**src/rtl/uart_frame_pkg.sv**
```systemverilog
// Shared types and helpers for the UART RX frame parser: state encoding, default SOF marker, checksum step.
// Latency: n/a (package only).
// Backpressure: n/a (package only).
package uart_frame_pkg;

  typedef enum logic [2:0] {
    ST_HUNT    = 3'd0,
    ST_LEN     = 3'd1,
    ST_PAYLOAD = 3'd2,
    ST_CHK     = 3'd3,
    ST_EMIT    = 3'd4
  } state_t;

  localparam logic [7:0] SOF_DEFAULT = 8'hA5;

  // One step of the frame checksum: XOR accumulation over LEN and payload bytes.
  function automatic logic [7:0] chk_update(input logic [7:0] acc, input logic [7:0] b);
    return acc ^ b;
  endfunction

endpackage

```
**src/rtl/uart_rx_frame_parser_if.sv**
```systemverilog
// Bundles the RX FIFO read port, the payload stream and the status pulses of the frame parser.
// Latency: n/a (wiring only).
// Backpressure: m_ready stalls the payload stream; fifo_empty stalls parsing.
interface uart_rx_frame_parser_if;

  logic       fifo_empty;
  logic [7:0] fifo_dout;
  logic       fifo_rd_en;
  logic       m_valid;
  logic       m_ready;
  logic [7:0] m_data;
  logic       m_last;
  logic       frame_ok;
  logic       len_err;
  logic       chk_err;
  logic       timeout_err;
  logic       busy;

  // Parser side.
  modport master (
    input  fifo_empty, fifo_dout, m_ready,
    output fifo_rd_en, m_valid, m_data, m_last,
    output frame_ok, len_err, chk_err, timeout_err, busy
  );

  // Environment side: the RX FIFO and the payload consumer.
  modport slave (
    output fifo_empty, fifo_dout, m_ready,
    input  fifo_rd_en, m_valid, m_data, m_last,
    input  frame_ok, len_err, chk_err, timeout_err, busy
  );

endinterface

```
**src/rtl/uart_frame_buf.sv**
```systemverilog
// Payload holding buffer: DEPTH x W register array, synchronous write, asynchronous read.
// Latency: write visible on read port the cycle after i_we; read is combinational.
// Backpressure: none; the parser sequences writes and reads.
module uart_frame_buf #(
  parameter int DEPTH = 16,
  parameter int AW    = 4,
  parameter int W     = 8
) (
  input  logic          clk,
  input  logic          i_we,
  input  logic [AW-1:0] i_waddr,
  input  logic [W-1:0]  i_wdata,
  input  logic [AW-1:0] i_raddr,
  output logic [W-1:0]  o_rdata
);

  logic [W-1:0] r_mem [DEPTH];

  // Store one payload byte per accepted write; contents need no reset since reads follow writes.
  always_ff @(posedge clk) begin
    if (i_we) begin
      r_mem[i_waddr] <= i_wdata;
    end
  end

  assign o_rdata = r_mem[i_raddr];

endmodule

```
**src/rtl/uart_rx_frame_parser.sv**
```systemverilog
// Pops bytes from the RX FIFO, hunts SOF/LEN/payload/CHK frames, buffers good payload and streams it out.
// Latency: one byte per 2 clk from the FIFO; emission begins the cycle frame_ok pulses, one byte per handshake.
// Backpressure: m_ready low holds m_data/m_last; FIFO reads pause during emission. UART_FRAME_TIMEOUT_EN adds inter-byte timeout.
module uart_rx_frame_parser
  import uart_frame_pkg::*;
#(
  parameter int         DATA_BITS      = 8,
  parameter int         MAX_PAYLOAD    = 16,
  parameter logic [7:0] SOF_BYTE       = SOF_DEFAULT,
  parameter int         TIMEOUT_CYCLES = 50000
) (
  input logic                    clk,
  input logic                    rst,
  uart_rx_frame_parser_if.master bus
);

  localparam int               IDX_W   = $clog2(MAX_PAYLOAD + 1);
  localparam int               BUF_AW  = (MAX_PAYLOAD > 1) ? $clog2(MAX_PAYLOAD) : 1;
  localparam logic [IDX_W-1:0] IDX_ONE = IDX_W'(1);

  if (DATA_BITS != 8 || MAX_PAYLOAD < 1 || MAX_PAYLOAD > 255 || TIMEOUT_CYCLES < 1) begin : g_bad_cfg
    $error("uart_rx_frame_parser: unsupported parameter set");
  end

  state_t               r_state, w_state_n;
  logic                 r_rd_pend;
  logic [IDX_W-1:0]     r_idx, w_idx_n;
  logic [IDX_W-1:0]     r_len, w_len_n;
  logic [7:0]           r_chk, w_chk_n;
  logic                 r_frame_ok, w_frame_ok_n;
  logic                 r_len_err, w_len_err_n;
  logic                 r_chk_err, w_chk_err_n;
  logic                 r_timeout_err, w_timeout_err_n;

  logic                 w_rd_en;
  logic                 w_arrive;
  logic [DATA_BITS-1:0] w_byte;
  logic                 w_we;
  logic                 w_emit;
  logic                 w_last;
  logic [IDX_W-1:0]     w_idx_inc;
  logic [7:0]           w_rdata;
  logic                 w_to_hit;

  // A byte "arrives" the cycle after a read strobe; only one read is ever outstanding.
  assign w_arrive  = r_rd_pend;
  assign w_byte    = bus.fifo_dout;
  assign w_rd_en   = !rst && !bus.fifo_empty && !r_rd_pend && (r_state != ST_EMIT);
  assign w_emit    = (r_state == ST_EMIT);
  assign w_last    = w_emit && (r_idx == (r_len - IDX_ONE));
  assign w_idx_inc = r_idx + IDX_ONE;

`ifdef UART_FRAME_TIMEOUT_EN
  localparam int TO_W = $clog2(TIMEOUT_CYCLES + 1);

  logic [TO_W-1:0] r_to_cnt, w_to_cnt_n;
  logic            w_in_frame;

  assign w_in_frame = (r_state == ST_LEN) || (r_state == ST_PAYLOAD) || (r_state == ST_CHK);
  // A byte landing in the expiry cycle takes precedence over the abort.
  assign w_to_hit   = w_in_frame && !w_arrive && (r_to_cnt == TO_W'(TIMEOUT_CYCLES - 1));

  // Idle-cycle count inside a frame; cleared by any byte, by the abort itself and outside the frame.
  always_comb begin
    w_to_cnt_n = r_to_cnt + TO_W'(1);
    if (w_arrive || !w_in_frame || w_to_hit) begin
      w_to_cnt_n = '0;
    end
  end

  // Timeout counter register.
  always_ff @(posedge clk or posedge rst) begin
    if (rst) begin
      r_to_cnt <= '0;
    end else begin
      r_to_cnt <= w_to_cnt_n;
    end
  end
`else
  assign w_to_hit = 1'b0;
`endif

  // Next-state, datapath and status pulse decode for the frame hunt/emit sequence.
  always_comb begin
    w_state_n       = r_state;
    w_idx_n         = r_idx;
    w_len_n         = r_len;
    w_chk_n         = r_chk;
    w_frame_ok_n    = 1'b0;
    w_len_err_n     = 1'b0;
    w_chk_err_n     = 1'b0;
    w_timeout_err_n = 1'b0;
    w_we            = 1'b0;
    case (r_state)
      ST_HUNT: begin
        if (w_arrive && (w_byte == SOF_BYTE)) begin
          w_state_n = ST_LEN;
        end
      end
      ST_LEN: begin
        if (w_arrive) begin
          if ((w_byte == '0) || (w_byte > DATA_BITS'(MAX_PAYLOAD))) begin
            w_len_err_n = 1'b1;
            w_state_n   = ST_HUNT;
          end else begin
            w_len_n   = w_byte[IDX_W-1:0];
            w_chk_n   = chk_update(8'h00, w_byte);
            w_idx_n   = '0;
            w_state_n = ST_PAYLOAD;
          end
        end
      end
      ST_PAYLOAD: begin
        // SOF values here are ordinary payload bytes.
        if (w_arrive) begin
          w_we    = 1'b1;
          w_chk_n = chk_update(r_chk, w_byte);
          w_idx_n = w_idx_inc;
          if (w_idx_inc == r_len) begin
            w_state_n = ST_CHK;
          end
        end
      end
      ST_CHK: begin
        if (w_arrive) begin
          w_idx_n = '0;
          if (w_byte == r_chk) begin
            w_frame_ok_n = 1'b1;
            w_state_n    = ST_EMIT;
          end else begin
            w_chk_err_n = 1'b1;
            w_state_n   = ST_HUNT;
          end
        end
      end
      ST_EMIT: begin
        if (bus.m_ready) begin
          if (w_last) begin
            w_idx_n   = '0;
            w_state_n = ST_HUNT;
          end else begin
            w_idx_n = w_idx_inc;
          end
        end
      end
      default: begin
        w_state_n = ST_HUNT;
      end
    endcase
    if (w_to_hit) begin
      w_state_n       = ST_HUNT;
      w_idx_n         = '0;
      w_timeout_err_n = 1'b1;
    end
  end

  // State, index, checksum, read-pending flag and registered status pulses.
  always_ff @(posedge clk or posedge rst) begin
    if (rst) begin
      r_state       <= ST_HUNT;
      r_rd_pend     <= 1'b0;
      r_idx         <= '0;
      r_len         <= '0;
      r_chk         <= '0;
      r_frame_ok    <= 1'b0;
      r_len_err     <= 1'b0;
      r_chk_err     <= 1'b0;
      r_timeout_err <= 1'b0;
    end else begin
      r_state       <= w_state_n;
      r_rd_pend     <= w_rd_en;
      r_idx         <= w_idx_n;
      r_len         <= w_len_n;
      r_chk         <= w_chk_n;
      r_frame_ok    <= w_frame_ok_n;
      r_len_err     <= w_len_err_n;
      r_chk_err     <= w_chk_err_n;
      r_timeout_err <= w_timeout_err_n;
    end
  end

  uart_frame_buf #(
    .DEPTH (MAX_PAYLOAD),
    .AW    (BUF_AW),
    .W     (8)
  ) u_buf (
    .clk     (clk),
    .i_we    (w_we),
    .i_waddr (r_idx[BUF_AW-1:0]),
    .i_wdata (w_byte),
    .i_raddr (r_idx[BUF_AW-1:0]),
    .o_rdata (w_rdata)
  );

  assign bus.fifo_rd_en  = w_rd_en;
  assign bus.m_valid     = w_emit;
  assign bus.m_data      = w_rdata;
  assign bus.m_last      = w_last;
  assign bus.frame_ok    = r_frame_ok;
  assign bus.len_err     = r_len_err;
  assign bus.chk_err     = r_chk_err;
  assign bus.timeout_err = r_timeout_err;
  assign bus.busy        = (r_state != ST_HUNT);

endmodule

```
**src/flat_wrapper.sv**
```systemverilog
// flat-port wrapper written by rule: the top's interface ports become plain ports
module uart_rx_frame_parser_flat import uart_frame_pkg::*;
#(
  parameter int         DATA_BITS      = 8,
  parameter int         MAX_PAYLOAD    = 16,
  parameter logic [7:0] SOF_BYTE       = SOF_DEFAULT,
  parameter int         TIMEOUT_CYCLES = 50000
)
  (clk, rst, bus_fifo_empty, bus_fifo_dout, bus_m_ready, bus_fifo_rd_en, bus_m_valid, bus_m_data, bus_m_last, bus_frame_ok, bus_len_err, bus_chk_err, bus_timeout_err, bus_busy);
  uart_rx_frame_parser_if bus_i ();
  input logic clk;
  input logic rst;
  input wire logic [$bits(bus_i.fifo_empty)-1:0] bus_fifo_empty;
  input wire logic [$bits(bus_i.fifo_dout)-1:0] bus_fifo_dout;
  input wire logic [$bits(bus_i.m_ready)-1:0] bus_m_ready;
  output wire logic [$bits(bus_i.fifo_rd_en)-1:0] bus_fifo_rd_en;
  output wire logic [$bits(bus_i.m_valid)-1:0] bus_m_valid;
  output wire logic [$bits(bus_i.m_data)-1:0] bus_m_data;
  output wire logic [$bits(bus_i.m_last)-1:0] bus_m_last;
  output wire logic [$bits(bus_i.frame_ok)-1:0] bus_frame_ok;
  output wire logic [$bits(bus_i.len_err)-1:0] bus_len_err;
  output wire logic [$bits(bus_i.chk_err)-1:0] bus_chk_err;
  output wire logic [$bits(bus_i.timeout_err)-1:0] bus_timeout_err;
  output wire logic [$bits(bus_i.busy)-1:0] bus_busy;
  assign bus_i.fifo_empty = bus_fifo_empty;
  assign bus_i.fifo_dout = bus_fifo_dout;
  assign bus_i.m_ready = bus_m_ready;
  assign bus_fifo_rd_en = bus_i.fifo_rd_en;
  assign bus_m_valid = bus_i.m_valid;
  assign bus_m_data = bus_i.m_data;
  assign bus_m_last = bus_i.m_last;
  assign bus_frame_ok = bus_i.frame_ok;
  assign bus_len_err = bus_i.len_err;
  assign bus_chk_err = bus_i.chk_err;
  assign bus_timeout_err = bus_i.timeout_err;
  assign bus_busy = bus_i.busy;
  uart_rx_frame_parser #(.DATA_BITS(DATA_BITS), .MAX_PAYLOAD(MAX_PAYLOAD), .SOF_BYTE(SOF_BYTE), .TIMEOUT_CYCLES(TIMEOUT_CYCLES)) u_core (.clk(clk), .rst(rst), .bus(bus_i));
endmodule
```
**config.mk**
```make
export PLATFORM = sky130hd
export DESIGN_NAME = uart_rx_frame_parser_flat
export DESIGN_NICKNAME = d
export VERILOG_FILES = /design/src/rtl/uart_frame_pkg.sv /design/src/rtl/uart_rx_frame_parser_if.sv /design/src/rtl/uart_frame_buf.sv /design/src/rtl/uart_rx_frame_parser.sv /design/src/flat_wrapper.sv
export SDC_FILE = /design/constraint.sdc
export NUM_CORES = 1
export LEC_CHECK = 0
export BUFFER_PORTS_ARGS = -buffer_cell sky130_fd_sc_hd__buf_2
export CORE_UTILIZATION = 50
export CTS_BUF_LIST = sky130_fd_sc_hd__clkbuf_8 sky130_fd_sc_hd__clkbuf_16
export CTS_CLUSTER_DIAMETER = 50
export DETAILED_ROUTE_END_ITERATION = 10
export PLACE_DENSITY_LB_ADDON = 0.2
export SKIP_CTS_REPAIR_TIMING = 1
export SLEW_MARGIN = 20
export SYNTH_ARGS = -nofsm -noshare
export SYNTH_HDL_FRONTEND = slang
export SYNTH_SLANG_ARGS = --single-unit
```
**constraint.sdc**
```tcl
create_clock -name clk -period 2.48 [get_ports clk]
set_clock_uncertainty 0.05 [all_clocks]
set_input_delay 0.248 -clock clk [delete_from_list [all_inputs] [get_ports clk]]
set_output_delay 0.248 -clock clk [all_outputs]
set_load 0.03 [all_outputs]
```
==> impl_summary.md <==
Drt
The routed layout has around 3600 vias. The total DRC errors in the routed layout is 0. After the first detailed-routing iteration, the DRC count stood at slightly below 300.

The first detailed-routing pass ran for 5 iterations. The routed wire length per instance is 21.66 um. In the routed layout, each cell is associated on average with a via count of about 5.7.

Summed over all layers, the routed wires come to 13730 um. The number of antenna-violating nets in the routed design is 0.

Power
The clock network power share is 36.3%. Cell internal power was estimated by the tool at between 5000 and 6000 uW. The relative contribution of sequential cells to total power is between 40% and 50%.

The analysis attributes to cell leakage a power of 0.002753 uW. The ratio of total power to cell area is approximately 900 nW/um^2. Combinational cells account for 20.1% of the total power. The switching power as a share of total power is 26.16%. Summed over all nets, the switching power comes to 1831 uW.

Across the VDD grid, the largest voltage drop is between 0.5 and 0.6 mV.

Clock network
The post-CTS clock slew at the launch and capture registers of the worst setup and hold paths is ~60 ps. TritonCTS created 17 clock buffers. The CTS tree is done. The library cell used as clock root buffer is clkbuf_16. The number of sinks on the clock net is between 150 and 200.

In this run the deepest clock path goes through 2 buffers. The deepest level of the CTS H-tree is 4. The clock latency on the worst-skew pair is 410 ps.

Job
The max-capacitance violation count is 0.

Logic synthesis
For this run, the register share of the synthesized area comes to between 60 and 70%. After synthesis the cells add up to 6471 um^2. The number of enable flip-flop cells after synthesis is about 130. The primary flip-flop cell chosen by synthesis mapping is edfxtp_1. The commonest cells after synthesis are 128 x edfxtp_1, 40 x mux4_2, 28 x nand2_1. By instance count, the leading cell after synthesis is edfxtp_1. The net count after synthesis is 392. Synthesis handed over a netlist of 375 instances. The count of synthesis-stage warnings from yosys is 0.

The number of unique standard cell types used by synthesis is 49. For this run, asynchronously set or reset flops after synthesis account for between 10% and 20%. After synthesis, the mean cell area works out to 17.26 um^2. The flip-flop and latch count after synthesis is between 150 and 200. The largest total area in the synthesized netlist belongs to edfxtp_1. In this run the biggest area consumer among cell types represents 59.40% of the synthesized area. Yosys attributes the largest share of cell area to edfxtp_1 59%, mux4_2 14%, dfrtp_1 9.7%.

STA
The worst pin sits at a relative slew slack of about two thirds. The transition time at the pin with the least slew margin is between 500 and 600 ps. Timing would allow up to approximately 380 MHz. For the finished layout, the period the worst path requires is about 2600 ps.

The number of pins exceeding their max-slew limit in the final report is 0. The final worst-path setup slack is -124.9 ps. The worst path uses 105.0% of the clock period. Setup violations remaining at the end of the flow were counted as 8. The number of failing hold endpoints at the final stage is 0. Setup repair after global routing could not meet its margin everywhere.

Worst setup path
The maximum net fanout on the critical path is 5. On the worst path, the slowest cell contributes a delay of 530 ps. The critical path goes through buf_12 > buf_12 > mux4_2 > mux4_2 > buf_6. The type of element capturing the critical path is a primary output. The critical-path cell with the highest stage delay is mux4_2. The worst setup path is launched from a flop. At the worst endpoint, the required time is 2180 ps.

Data on the critical path arrives at its endpoint at 2310 ps. The critical setup path kind is reg2out.

GRT
The total global-route track usage is 22.15%. The global-route wire length before repair is ~21000 um. The via count of the first global-routing pass is roughly 3600. The number of antenna violations at the first check in global routing is 1. The pin count of the biggest net entering global routing is 36. The total congestion overflow after global routing is 0.

Floorplan
The floorplan step defined a die boundary enclosing about 13000 um^2. The cell row count is 41. Once the floorplan was initialized, standard cells occupied between 50% and 60% of the core. The region available for standard cell placement spans between 10000 and 15000 um^2.

The number of top-level design ports is 28. The die is around 120 um wide. The die is approximately 120 um tall.

Place
The HPWL after detailed placement is just under 9000 um. Input and output buffers added on the ports amount to 26. The final weighted congestion in routability-driven placement is between 0.8 and 0.9. Once placement completed, the tool counted placed cells totaling slightly below 600.

Finish
The fraction of final layout cells sized beyond drive strength 1 is roughly 33%. The fill cell instance count of the final layout is 941. The final layout contains 465 nets. Once layout is complete, the utilization of the core stands at between 60 and 70%. The synthesis-to-finish area growth is 21.31%. The finished layout holds 634 standard cells, fillers aside.

Hold path
The path type of the worst min-delay path is in2reg.

Run status
The checks that failed: setup timing. The run finished, with violations left.
==> through the flow <==
| stage | TNS (ps) | hold WS, ps | total power [uW] | area (um^2) | setup WS, ps |
|---|---|---|---|---|---|
| after floorplan | 0 | 225.3 | 3959 | 6471 | 148.1 |
| after global placement | 0 | 259.7 | 4259 | 7043 | 237.6 |
| after detailed placement | 0 | 269.4 | 4296 | 7043 | 147.3 |
| after CTS | -993.4 | -176.8 | 6829 | 7629 | -134.6 |
| after global routing | -1279 | 106.8 | 7272 | 7848 | -178.3 |
| final | -876.4 | 99.59 | 6999 | 7850 | -124.9 |
==> flip-flops by register name, summed over array words and instances (netlist names) <==
| name | count |
|---|---|
| u_core.u_buf.r_mem | 128 |
| u_core.r_chk | 8 |
| u_core.r_idx | 5 |
| u_core.r_len | 5 |
| u_core.r_state | 3 |
| u_core.bus.chk_err | 1 |
| u_core.bus.frame_ok | 1 |
| u_core.bus.len_err | 1 |
| u_core.r_rd_pend | 1 |
==> cells by family after synthesis <==
logic type | share of synthesized area, %
compound gates | 3.983
xor+xnor | 2.165
fa+ha+maj | 0.9667
buf+inv | 1.779
flops | 69.06
mux | 15.12
other cells | 0.05795
simple gates | 6.864
==> critical path, delay by kind of cell, from the launching register on <==
| family | cells | cell delay (ps) |
|---|---|---|
| multiplexers | 2 | 1040 |
| buffers and inverters | 3 | 440 |
| flip-flops | 1 | 410 |
==> cell usage in the layout (no fill, tap or decap), drive strengths merged, types with 4 or more instances in the layout <==
cell	count
a21oi	7
a31oi	5
buf	67
clkbuf	21
clkinv	8
dfrtp	25
edfxtp	128
ha	5
inv	9
mux2	6
mux4	40
nand2	28
nand2b	4
nand3	7
nor2	16
nor3	9
nor4	7
o21ai	8
or2	5
xnor2	4
xor2	12
==> worst paths after layout <==
check / start / endpoint / slack, ps / cells after the start
setup / recovery: u_core.r_idx[0] / bus_m_data[0] / -120 / 5
hold / removal: bus_m_ready / u_core.r_state[2] / 100 / 3
setup reg to reg: u_core.r_len[0] / u_core.r_idx[2] / 170 / 8
hold reg to reg: u_core.r_rd_pend / u_core.r_rd_pend / 420 / 1
max in group asynchronous: rst / u_core.r_idx[0] / 1420 / 4
min in group asynchronous: rst / u_core.r_chk[5] / 370 / 3
==> cell type report <==
cell class / instances / area [um^2] / share of cell area (%)
Antenna cell: 1 / 2.502 / 0.03188
Clock buffer: 17 / 425.4 / 5.419
Clock inverter: 15 / 160.2 / 2.040
Inverter: 8 / 30.03 / 0.3825
Multi-Input combinational cell: 195 / 1906 / 24.27
Sequential cell: 153 / 4471 / 56.95
Tap cell: 172 / 215.2 / 2.741
Timing Repair Buffer: 73 / 640.6 / 8.161
==> layer usage <==
| layer | part of all wire, % | track usage [%] | wire length (um) | up-vias |
|---|---|---|---|---|
| met5 | 0 | 0 | 0 | - |
| met4 | 1.6 | 8.462 | 213 | 0 |
| met3 | 4.2 | 4.603 | 570 | 17 |
| met2 | 52 | 36.71 | 7131 | 91 |
| met1 | 42 | 29.06 | 5818 | 1887 |
| li1 | - | - | - | 1629 |
==> power groups by stage <==
stage / clock (uW) / sequential [uW] / combinational, uW
after detailed placement: 0 / 3090 / 1200
after global placement: 0 / 3080 / 1180
after floorplan: 0 / 3050 / 914
after global routing: 2680 / 3060 / 1530
after CTS: 2580 / 3040 / 1210
final: 2540 / 3050 / 1410
No activity file was read; power rests on OpenSTA's default activity.
